**src/rtl/mmio_gpio_bridge_pkg.sv**
```systemverilog
// rtl/mmio_gpio_bridge_pkg.sv - shared widths, address-map defaults and FSM states for the MMIO bridges
package mmio_gpio_bridge_pkg;

    localparam int ADDR_W = 32;
    localparam int DATA_W = 32;
    localparam int CNT_W  = 3;

    localparam logic [ADDR_W-1:0] GPIO_BASE_DEF  = 32'h0000_0030;
    localparam logic [ADDR_W-1:0] GPIO_MASK_DEF  = 32'hFFFF_FFFC;
    localparam logic [ADDR_W-1:0] ERR_STATUS_OFS = 32'd4;

    typedef enum logic [1:0] {
        ST_IDLE   = 2'd0,
        ST_ACCESS = 2'd1,
        ST_WAIT   = 2'd2,
        ST_RESP   = 2'd3
    } state_e;

endpackage

```
**src/rtl/mmio_addr_decode.sv**
```systemverilog
// rtl/mmio_addr_decode.sv - combinational window hit and error-status register decode
module mmio_addr_decode
    import mmio_gpio_bridge_pkg::*;
#(
    parameter logic [ADDR_W-1:0] BASE       = GPIO_BASE_DEF,
    parameter logic [ADDR_W-1:0] MASK       = GPIO_MASK_DEF,
    parameter logic [ADDR_W-1:0] STATUS_OFS = ERR_STATUS_OFS
) (
    input  logic [ADDR_W-1:0] addr,
    output logic              hit,
    output logic              status_hit
);

    assign hit        = ((addr & MASK) == BASE);
    assign status_hit = ((addr & MASK) == (BASE + STATUS_OFS));

endmodule

```
**src/rtl/mmio_gpio_bridge.sv**
```systemverilog
// rtl/mmio_gpio_bridge.sv - CPU valid/ready to GPIO register port bridge with timed reads
// Optional error response and sticky status register: MMIO_ERR_RESP_EN
module mmio_gpio_bridge
    import mmio_gpio_bridge_pkg::*;
#(
    parameter logic [ADDR_W-1:0] GPIO_BASE = GPIO_BASE_DEF,
    parameter logic [ADDR_W-1:0] GPIO_MASK = GPIO_MASK_DEF,
    parameter int                RD_LAT    = 1
) (
    input  logic              clk,
    input  logic              rst_n,
    input  logic              cpu_valid,
    input  logic [ADDR_W-1:0] cpu_addr,
    input  logic [DATA_W-1:0] cpu_wdata,
    input  logic [3:0]        cpu_wstrb,
    output logic              cpu_ready,
    output logic [DATA_W-1:0] cpu_rdata,
    output logic              cpu_err,
    output logic [ADDR_W-1:0] gpio_addr,
    output logic [DATA_W-1:0] gpio_wdata,
    output logic              gpio_we,
    input  logic [DATA_W-1:0] gpio_rdata
);

    localparam logic [CNT_W-1:0] WAIT_LOAD = (RD_LAT > 0) ? CNT_W'(RD_LAT - 1) : '0;

    state_e            state_q, state_d;
    logic [CNT_W-1:0]  cnt_q, cnt_d;
    logic              is_rd_q, is_rd_d;
    logic              cpu_ready_q, cpu_ready_d;
    logic              cpu_err_q, cpu_err_d;
    logic [DATA_W-1:0] cpu_rdata_q, cpu_rdata_d;
    logic [ADDR_W-1:0] gpio_addr_q, gpio_addr_d;
    logic [DATA_W-1:0] gpio_wdata_q, gpio_wdata_d;
    logic              gpio_we_q, gpio_we_d;

    logic              hit, status_hit, is_write;
    logic [DATA_W-1:0] miss_rdata;
    logic              miss_err;

    assign is_write = |cpu_wstrb;

    mmio_addr_decode #(
        .BASE       (GPIO_BASE),
        .MASK       (GPIO_MASK),
        .STATUS_OFS (ERR_STATUS_OFS)
    ) u_decode (
        .addr       (cpu_addr),
        .hit        (hit),
        .status_hit (status_hit)
    );

`ifdef MMIO_ERR_RESP_EN
    logic err_seen_q, err_seen_d;

    // The status word is answered locally, so it is neither a miss nor a GPIO access.
    assign miss_rdata = status_hit ? {{(DATA_W-1){1'b0}}, err_seen_q} : '0;
    assign miss_err   = !status_hit;

    always_comb begin
        err_seen_d = err_seen_q;
        if (state_q == ST_IDLE && cpu_valid && !hit && !status_hit) begin
            err_seen_d = 1'b1;
        end
    end

    always_ff @(posedge clk or negedge rst_n) begin
        if (!rst_n) begin
            err_seen_q <= 1'b0;
        end else begin
            err_seen_q <= err_seen_d;
        end
    end
`else
    logic unused_status_hit;

    assign unused_status_hit = status_hit;
    assign miss_rdata        = '0;
    assign miss_err          = 1'b0;
`endif

    always_comb begin
        state_d      = state_q;
        cnt_d        = cnt_q;
        is_rd_d      = is_rd_q;
        cpu_ready_d  = 1'b0;
        cpu_err_d    = 1'b0;
        cpu_rdata_d  = cpu_rdata_q;
        gpio_addr_d  = gpio_addr_q;
        gpio_wdata_d = gpio_wdata_q;
        gpio_we_d    = 1'b0;
        // Response flops are loaded on the edge that enters RESP so they line up with state.
        unique case (state_q)
            ST_IDLE: begin
                if (cpu_valid) begin
                    if (hit) begin
                        state_d      = ST_ACCESS;
                        gpio_addr_d  = cpu_addr;
                        gpio_wdata_d = cpu_wdata;
                        gpio_we_d    = is_write;
                        is_rd_d      = !is_write;
                    end else begin
                        state_d     = ST_RESP;
                        cpu_ready_d = 1'b1;
                        cpu_rdata_d = miss_rdata;
                        cpu_err_d   = miss_err;
                    end
                end
            end
            ST_ACCESS: begin
                if (!is_rd_q) begin
                    state_d     = ST_RESP;
                    cpu_ready_d = 1'b1;
                    cpu_rdata_d = '0;
                end else if (RD_LAT == 0) begin
                    state_d     = ST_RESP;
                    cpu_ready_d = 1'b1;
                    cpu_rdata_d = gpio_rdata;
                end else begin
                    state_d = ST_WAIT;
                    cnt_d   = WAIT_LOAD;
                end
            end
            ST_WAIT: begin
                if (cnt_q == '0) begin
                    state_d     = ST_RESP;
                    cpu_ready_d = 1'b1;
                    cpu_rdata_d = gpio_rdata;
                end else begin
                    cnt_d = cnt_q - 1'b1;
                end
            end
            ST_RESP: begin
                state_d = ST_IDLE;
            end
            default: begin
                state_d = ST_IDLE;
            end
        endcase
    end

    always_ff @(posedge clk or negedge rst_n) begin
        if (!rst_n) begin
            state_q      <= ST_IDLE;
            cnt_q        <= '0;
            is_rd_q      <= 1'b0;
            cpu_ready_q  <= 1'b0;
            cpu_err_q    <= 1'b0;
            cpu_rdata_q  <= '0;
            gpio_addr_q  <= '0;
            gpio_wdata_q <= '0;
            gpio_we_q    <= 1'b0;
        end else begin
            state_q      <= state_d;
            cnt_q        <= cnt_d;
            is_rd_q      <= is_rd_d;
            cpu_ready_q  <= cpu_ready_d;
            cpu_err_q    <= cpu_err_d;
            cpu_rdata_q  <= cpu_rdata_d;
            gpio_addr_q  <= gpio_addr_d;
            gpio_wdata_q <= gpio_wdata_d;
            gpio_we_q    <= gpio_we_d;
        end
    end

    assign cpu_ready  = cpu_ready_q;
    assign cpu_err    = cpu_err_q;
    assign cpu_rdata  = cpu_rdata_q;
    assign gpio_addr  = gpio_addr_q;
    assign gpio_wdata = gpio_wdata_q;
    assign gpio_we    = gpio_we_q;

endmodule

```
**config.mk**
```make
export PLATFORM = sky130hd
export DESIGN_NAME = mmio_gpio_bridge
export DESIGN_NICKNAME = d
export VERILOG_FILES = /design/src/rtl/mmio_gpio_bridge_pkg.sv /design/src/rtl/mmio_addr_decode.sv /design/src/rtl/mmio_gpio_bridge.sv
export SDC_FILE = /design/constraint.sdc
export NUM_CORES = 1
export LEC_CHECK = 0
export CAP_MARGIN = 20
export CORE_UTILIZATION = 41
export CTS_CLUSTER_DIAMETER = 200
export DETAILED_ROUTE_END_ITERATION = 8
export GPL_TIMING_DRIVEN = 0
export HOLD_SLACK_MARGIN = 0.08
export PLACE_DENSITY = 0.8
export SLEW_MARGIN = 20
export SYNTH_ARGS = -nofsm -noshare
export SYNTH_HDL_FRONTEND = slang
export SYNTH_SLANG_ARGS = --single-unit
```
**constraint.sdc**
```tcl
create_clock -name clk -period 3.2 [get_ports clk]
set_clock_uncertainty 0.15 [all_clocks]
set_input_delay 0.64 -clock clk [delete_from_list [all_inputs] [get_ports clk]]
set_output_delay 0.64 -clock clk [all_outputs]
set_load 0.02 [all_outputs]
```
==> results by group, run 1 <==
Synth
  • Ys Warns: 0
  • Mapped Cells: 359
  • Post-synthesis cell area: about 4300 sq um
  • Syn nets: between 400 and 500
  • Seq cells post-synth: about 100
  • Sequential area share after synthesis: 0.611
  • Synthesized area per cell: between 10 and 15 sq um
  • Cell variety after synth: 32

Detailed routing
  • ANT nets after route: 0
  • First-pass DRT Iterations: 4
  • WL/cell: around 16 um
  • Via density: approximately 5.1
  • Initial DRC count: 242
  • Total Wirelength: between 10000 and 15000 um
  • Drt drc: 0
  • Vias: roughly 3600

Critical path
  • Crit-path cells: clkdlybuf4s50_1, nor4_1, nand4_1, or3_1, nor3_2, buf_4, buf_6, mux2_1
  • Worst path buffer plus inverter count: 3
  • CP arrival: 2930 ps
  • Slowest-stage cell, CP: or3_1
  • Setup crit end kind: register
  • CP delay by family, top: simple AND/OR/NAND/NOR gates
  • Crit-path max FO: 10
  • Kind of critical path: primary input to register
  • Worst path max stage delay: between 400 and 500 ps
  • Worst endpoint required time: 3290 ps
  • Startpoint types: primary input

Power
  • Power density cells: just over 600 nW/um^2
  • VDD IR-drop max: 0.502 mV
  • LEAKAGE: between 0.002 and 0.003 uW
  • Design Power: between 4000 and 5000 uW

Clocking
  • # Post-CTS Setup Buffers: 0
  • H-tree Lvls: 3
  • Root Driver: clkbuf_8
  • CTS tree: done
  • Clock transition at path regs: around 90 ps
  • Number of buffers created by CTS: 9
  • Clock Latency Late Sink: 360 ps
  • Clk sink count: 104
  • Clock Path Buffers: 2

Cells and area
  • Post-layout net count: a little under 700
  • Multi-input gate area: 1500 sq um
  • Diodes inserted: 0
  • Final instance area: ~6700 sq um
  • Layout cells sized above 1: 0.0832
  • P&R area growth vs syn: 56.8%
  • FF/Latch Area: between 2000 and 3000 sq um
  • Fillers: between 700 and 800

Timing
  • Max Clk Rate: 352 MHz
  • Final slew viol count: 0
  • Slew HR: 0.546
  • Fin. Hold Viols: 0
  • Tcrit/Tclk final: 0.887
  • Unrepaired setup endpoints after global routing: no
  • Final setup violation count: 0
  • Tmin final: around 2800 ps
  • Worst-Margin Slew: about 680 ps

Global route
  • GRT overflow: 0
  • GRT Util Overall: 0.214
  • Largest net degree at the start of global routing: 57
  • First-pass GRT wire length: 18500 um
  • Vias in the first global route: between 3000 and 4000
  • Number of antenna violations at the first check in global routing: 0

Die
  • Die Wd: 104 um
  • FP Rows: 36
  • Core area: approximately 9900 sq um
  • Initial core utilization: 0.430
  • Die height: slightly above 100 um
  • Die area: ~11000 sq um
  • I/O pins: approximately 200

Job
  • Max-cap check violation count: 0

Hold path
  • Hold crit path type: register to register

Status
  • Status: completed

Placement
  • Hpwl dp: roughly 8400 um
  • Placed cell areas: between 6000 and 7000 sq um
  • IO Port Bufs: 200
  • GPL Wtd Cong: 0.758
-- synthesized netlist by cell type --
cell       instances  area (sq um)
dfrtp_1          104          2600
nand2_1           41           154
o21ai_0           32           160
o31ai_1           32           240
nor2b_1           29           181
mux2_1            20           225
mux2_2            15           169
clkbuf_1          13          48.8
nor4_1            12          75.1
inv_1              9          33.8
buf_2              7          35.0
ha_1               6          75.1
nor2_1             6          22.5
o21ai_1            4          20.0
nand4_1            3          18.8
or3_1              3          18.8
a21oi_1            2          10.0
a22oi_1            2          15.0
buf_4              2          15.0
buf_6              2          22.5
nor3_2             2          20.0
o221ai_1           2          17.5
or2_2              2          12.5
a31oi_1            1          6.26
conb_1             1          3.75
mux2i_1            1          10.0
nand2b_1           1          6.26
nand3_1            1          5.00
nand4bb_1          1          11.3
o211ai_1           1          7.51
o22ai_1            1          6.26
or4_1              1          7.51
-- report_power, final --
group	switching, uW	internal, uW
Combinational	914	670
Clock	486	380
Sequential	121	1520
-- timing repair --
item / CTS / global route
hold buffers: 1 / 0
hold endpoints to repair: 38 / 0
resized for setup: 0 / 0
-- flip-flops by register name (all words and copies together) (netlist names) --
signal      flops
gpio_wdata     32
cpu_rdata      32
is_rd_q         1
cnt_q           3
state_q         2
gpio_addr      32
gpio_we         1
cpu_ready       1
-- cell usage in the layout, fill, tap and decap left out, types with 4 or more instances in the layout --
cell type and n:
mux2_2 15, o31ai_1 32, o21ai_0 32, o21ai_1 4
inv_1 9, nor4_1 12, nor2b_1 29, clkdlybuf4s50_1 199
mux2_1 20, nand2_1 41, buf_2 7, dfrtp_1 104
clkbuf_8 9, clkbuf_1 13, ha_1 6, nor2_1 6
-- worst reg2reg max path: stages, from the launching register on --
cell and delay (ps):
dfrtp_1 450, inv_1 90, ha_1 190, clkbuf_1 210
nor2b_1 230, a21oi_1 330, o211ai_1 380, clkbuf_1 320
o21ai_0 230, o31ai_1 90
-- stage by stage --
stage,setup TNS [ps],utilization,hold slack (ps),setup slack [ps],std cells
after floorplan,0,-,194,756,359
after global placement,-251730,0.648,311,-2430,692
after detailed placement,-142,0.651,319,-22.1,693
after CTS,0,0.673,343,356,710
after global routing,0,0.673,357,116,710
final,0,0.673,342,361,710
-- cell families (layout without fill, tap and decap cells) --
family,after synthesis,count (layout),share of synthesized area
buffers and inverters,33,251,0.0364
adders and majority gates,6,6,0.0176
DFF,104,104,0.611
muxes,36,36,0.0949
AOI/OAI and AO/OA,77,77,0.113
and+or+nand+nor,102,102,0.125
other,1,1,0.000881
-- metal layers --
layer	GRT usage	part of all wire	up-vias
li1	-	-	1682
met1	0.276	0.45	1751
met2	0.367	0.49	145
met3	0.0457	0.058	9
met4	0.0520	0.0093	0
met5	0	0	-
-- cell type report --
cell class,count,share of cell area
multi-input cells,222,0.225
well taps,133,0.0249
clock buffers,9,0.0186
clock inverters,7,0.0129
flip-flops and latches,104,0.390
repair buffers,202,0.306
plain buffers,24,0.0182
inverters,9,0.00506
-- path summary, 6_finish.rpt --
path / start / to / slack, ps / depth (start not counted)
max in group asynchronous: rst_n / cpu_rdata[26] / 1620 / 3
min: gpio_wdata[16] / gpio_wdata[16] / 340 / 1
max reg2reg: state_q[0] / cpu_rdata[13] / 410 / 9
min in group asynchronous: rst_n / gpio_addr[19] / 650 / 2
max: cpu_addr[2] / gpio_addr[1] / 360 / 8
min reg2reg: gpio_wdata[16] / gpio_wdata[16] / 340 / 1
No activity file was read; power rests on OpenSTA's default activity.
==> run 2: changes to the inputs <==
--- a/config.mk
+++ b/config.mk
@@ -12,7 +12,7 @@
 export GPL_TIMING_DRIVEN = 0
 export HOLD_SLACK_MARGIN = 0.08
 export PLACE_DENSITY = 0.8
-export SLEW_MARGIN = 20
+export SLEW_MARGIN = 25
 export SYNTH_ARGS = -nofsm -noshare
 export SYNTH_HDL_FRONTEND = slang
 export SYNTH_SLANG_ARGS = --single-unit
==> results of run 2 <==
Final layout, timing and power as in run 1 (identical DEF).
==> run 3: changes to the inputs <==
--- a/config.mk
+++ b/config.mk
@@ -6,12 +6,14 @@
 export NUM_CORES = 1
 export LEC_CHECK = 0
 export CAP_MARGIN = 20
+export CORE_MARGIN = 3
 export CORE_UTILIZATION = 41
 export CTS_CLUSTER_DIAMETER = 200
 export DETAILED_ROUTE_END_ITERATION = 8
 export GPL_TIMING_DRIVEN = 0
 export HOLD_SLACK_MARGIN = 0.08
 export PLACE_DENSITY = 0.8
+export SKIP_LAST_GASP = 1
 export SLEW_MARGIN = 25
 export SYNTH_ARGS = -nofsm -noshare
 export SYNTH_HDL_FRONTEND = slang
==> run 3 against run 2 <==
Global-route usage shrank 1.5 points; register-to-register slack got worse by 30 ps; clock-buffer cell count unchanged; core utilization is 0.53 points lower; sequential power barely moved; worst setup slack better by 21 ps; non-clock buffer count did not move; via count fell by 0.20%; largest cell class unchanged.
==> results by group, run 3 (synthesis gave the netlist of run 1 again) <==
Status
  • Status: completed

Die
  • Die height: 108 um
  • FP Rows: 36
  • Die Wd: approximately 110 um
  • Core area: approximately 10000 sq um
  • I/O pins: ~200
  • Initial core utilization: 0.428
  • Die area: approximately 12000 sq um

Global route
  • GRT overflow: 0
  • GRT Util Overall: 0.199
  • Number of antenna violations at the first check in global routing: 0
  • Vias in the first global route: roughly 3800
  • Largest net degree at the start of global routing: 56
  • First-pass GRT wire length: 18300 um

Cells and area
  • Final instance area: about 6700 sq um
  • Commonest non-fill, non-tap cell in the layout: clkdlybuf4s50_1
  • P&R area growth vs syn: 56.3%
  • Multi-input gate area: about 1500 sq um
  • Post-layout net count: slightly below 700
  • Final core utilization: 0.668
  • Layout cells sized above 1: 0.0832
  • FF/Latch Area: 2600 sq um
  • Diodes inserted: 0
  • Highest-count cells in the layout ignoring fill and taps: 199 x clkdlybuf4s50_1, 104 x dfrtp_1, 41 x nand2_1
  • Fillers: 767
  • Non-Filler Instances: approximately 700

Clocking
  • Clock transition at path regs: roughly 100 ps
  • # Post-CTS Setup Buffers: 0
  • Clock Path Buffers: 2
  • CTS resizes: 0
  • Clock Latency Late Sink: ~360 ps
  • Clk sink count: approximately 100
  • Number of buffers created by CTS: 9
  • Root Driver: clkbuf_8
  • Post-CTS Hold Fix Bufs: 1
  • CTS tree: done
  • H-tree Lvls: 3

Critical path
  • Kind of critical path: register to register
  • Setup crit end kind: register
  • Crit-path cells: inv_1, ha_1, clkbuf_1, nor2b_1, a21oi_1, o211ai_1, clkbuf_1, o21ai_0, o31ai_1
  • CP dominant cell by count: clkbuf_1
  • Worst endpoint required time: roughly 3300 ps
  • CP arrival: about 2900 ps
  • Worst path max stage delay: between 400 and 500 ps
  • Startpoint types: register
  • Slowest-stage cell, CP: dfrtp_1
  • Crit-path max FO: 10

Timing
  • Worst-Margin Slew: just under 700 ps
  • Tmin final: 2820 ps
  • Slew HR: 0.544
  • Max Clk Rate: roughly 350 MHz
  • Final setup violation count: 0
  • Fin. Hold Viols: 0
  • Setup TNS: 0 ps
  • Final slew viol count: 0
  • Unrepaired setup endpoints after global routing: no
  • Tcrit/Tclk final: 0.881

Power
  • LEAKAGE: between 0.002 and 0.003 uW
  • Design Power: 4050 uW
  • Power density cells: about 600 nW/um^2
  • VDD IR-drop max: roughly 0.43 mV

Detailed routing
  • First-pass DRT Iterations: 4
  • Total Wirelength: ~12000 um
  • Vias: roughly 3600
  • ANT nets after route: 0
  • Drt drc: 0
  • Initial DRC count: about 150
  • WL/cell: approximately 16 um
  • Via density: 5.04

Placement
  • Placed cell areas: ~6500 sq um
  • Hpwl dp: 8950 um
  • Placed insts: 693
  • GPL Wtd Cong: 0.835
  • IO Port Bufs: 200

Job
  • Max-cap check violation count: 0

Hold path
  • Hold crit path type: register to register
run 3: cell count changes in the layout (fill, tap and decap cells not counted):
cell        delta
bufinv_16      -1
clkinvlp_4     +2
inv_6          +1
clkinv_2       -1
inv_8          -1
run 3: path summary, 6_finish.rpt:
check                             startpoint             to  slack (ps)  cells past startpoint
worst min register to register  gpio_addr[4]   gpio_addr[4]         330                      1
min in group asynchronous              rst_n   gpio_addr[6]         650                      2
worst min-delay path            gpio_addr[4]   gpio_addr[4]         330                      1
worst max register to register    state_q[0]  cpu_rdata[13]         380                      9
worst max-delay path              state_q[0]  cpu_rdata[13]         380                      9
max in group asynchronous              rst_n  cpu_rdata[24]        1630                      3
run 3: power breakdown:
part	switching, uW	leakage (uW)	internal (uW)
logic	950	0.00143	669
registers	117	0.00143	1520
clock network	490	0.0000899	300
total	1560	0.00295	2490
run 3: routing by layer:
| metal | up-vias | wire [um] | GRT usage | share of wire |
|---|---|---|---|---|
| met5 | - | 0 | 0 | 0 |
| met1 | 1733 | 4620 | 0.233 | 0.40 |
| met4 | 0 | 208 | 0.0613 | 0.018 |
| met3 | 16 | 831 | 0.0534 | 0.072 |
| met2 | 147 | 5910 | 0.355 | 0.51 |
| li1 | 1684 | - | - | - |
run 3: critical path: cells and delay by family (launching register included):
family	cells	cell delay, ps
flip-flops	1	430
AO/OA/AOI/OAI	4	1020
adder cells (fa/ha/maj)	1	200
buffers and inverters	3	640
AND/OR/NAND/NOR	1	240
run 3: stage by stage:
stage                     hold slack [ps]  worst slack, ps
after floorplan                       194              756
after global placement                311            -2400
after detailed placement              313            -5.38
after CTS                             336              360
after global routing                  347              130
final                                 332              382
run 3: area by class of cell:
cell class,count,share of cell area
inverters,9,0.00508
plain buffers,24,0.0182
clock inverters,7,0.00959
flip-flops and latches,104,0.391
multi-input cells,222,0.225
repair buffers,202,0.307
well taps,133,0.0250
clock buffers,9,0.0186
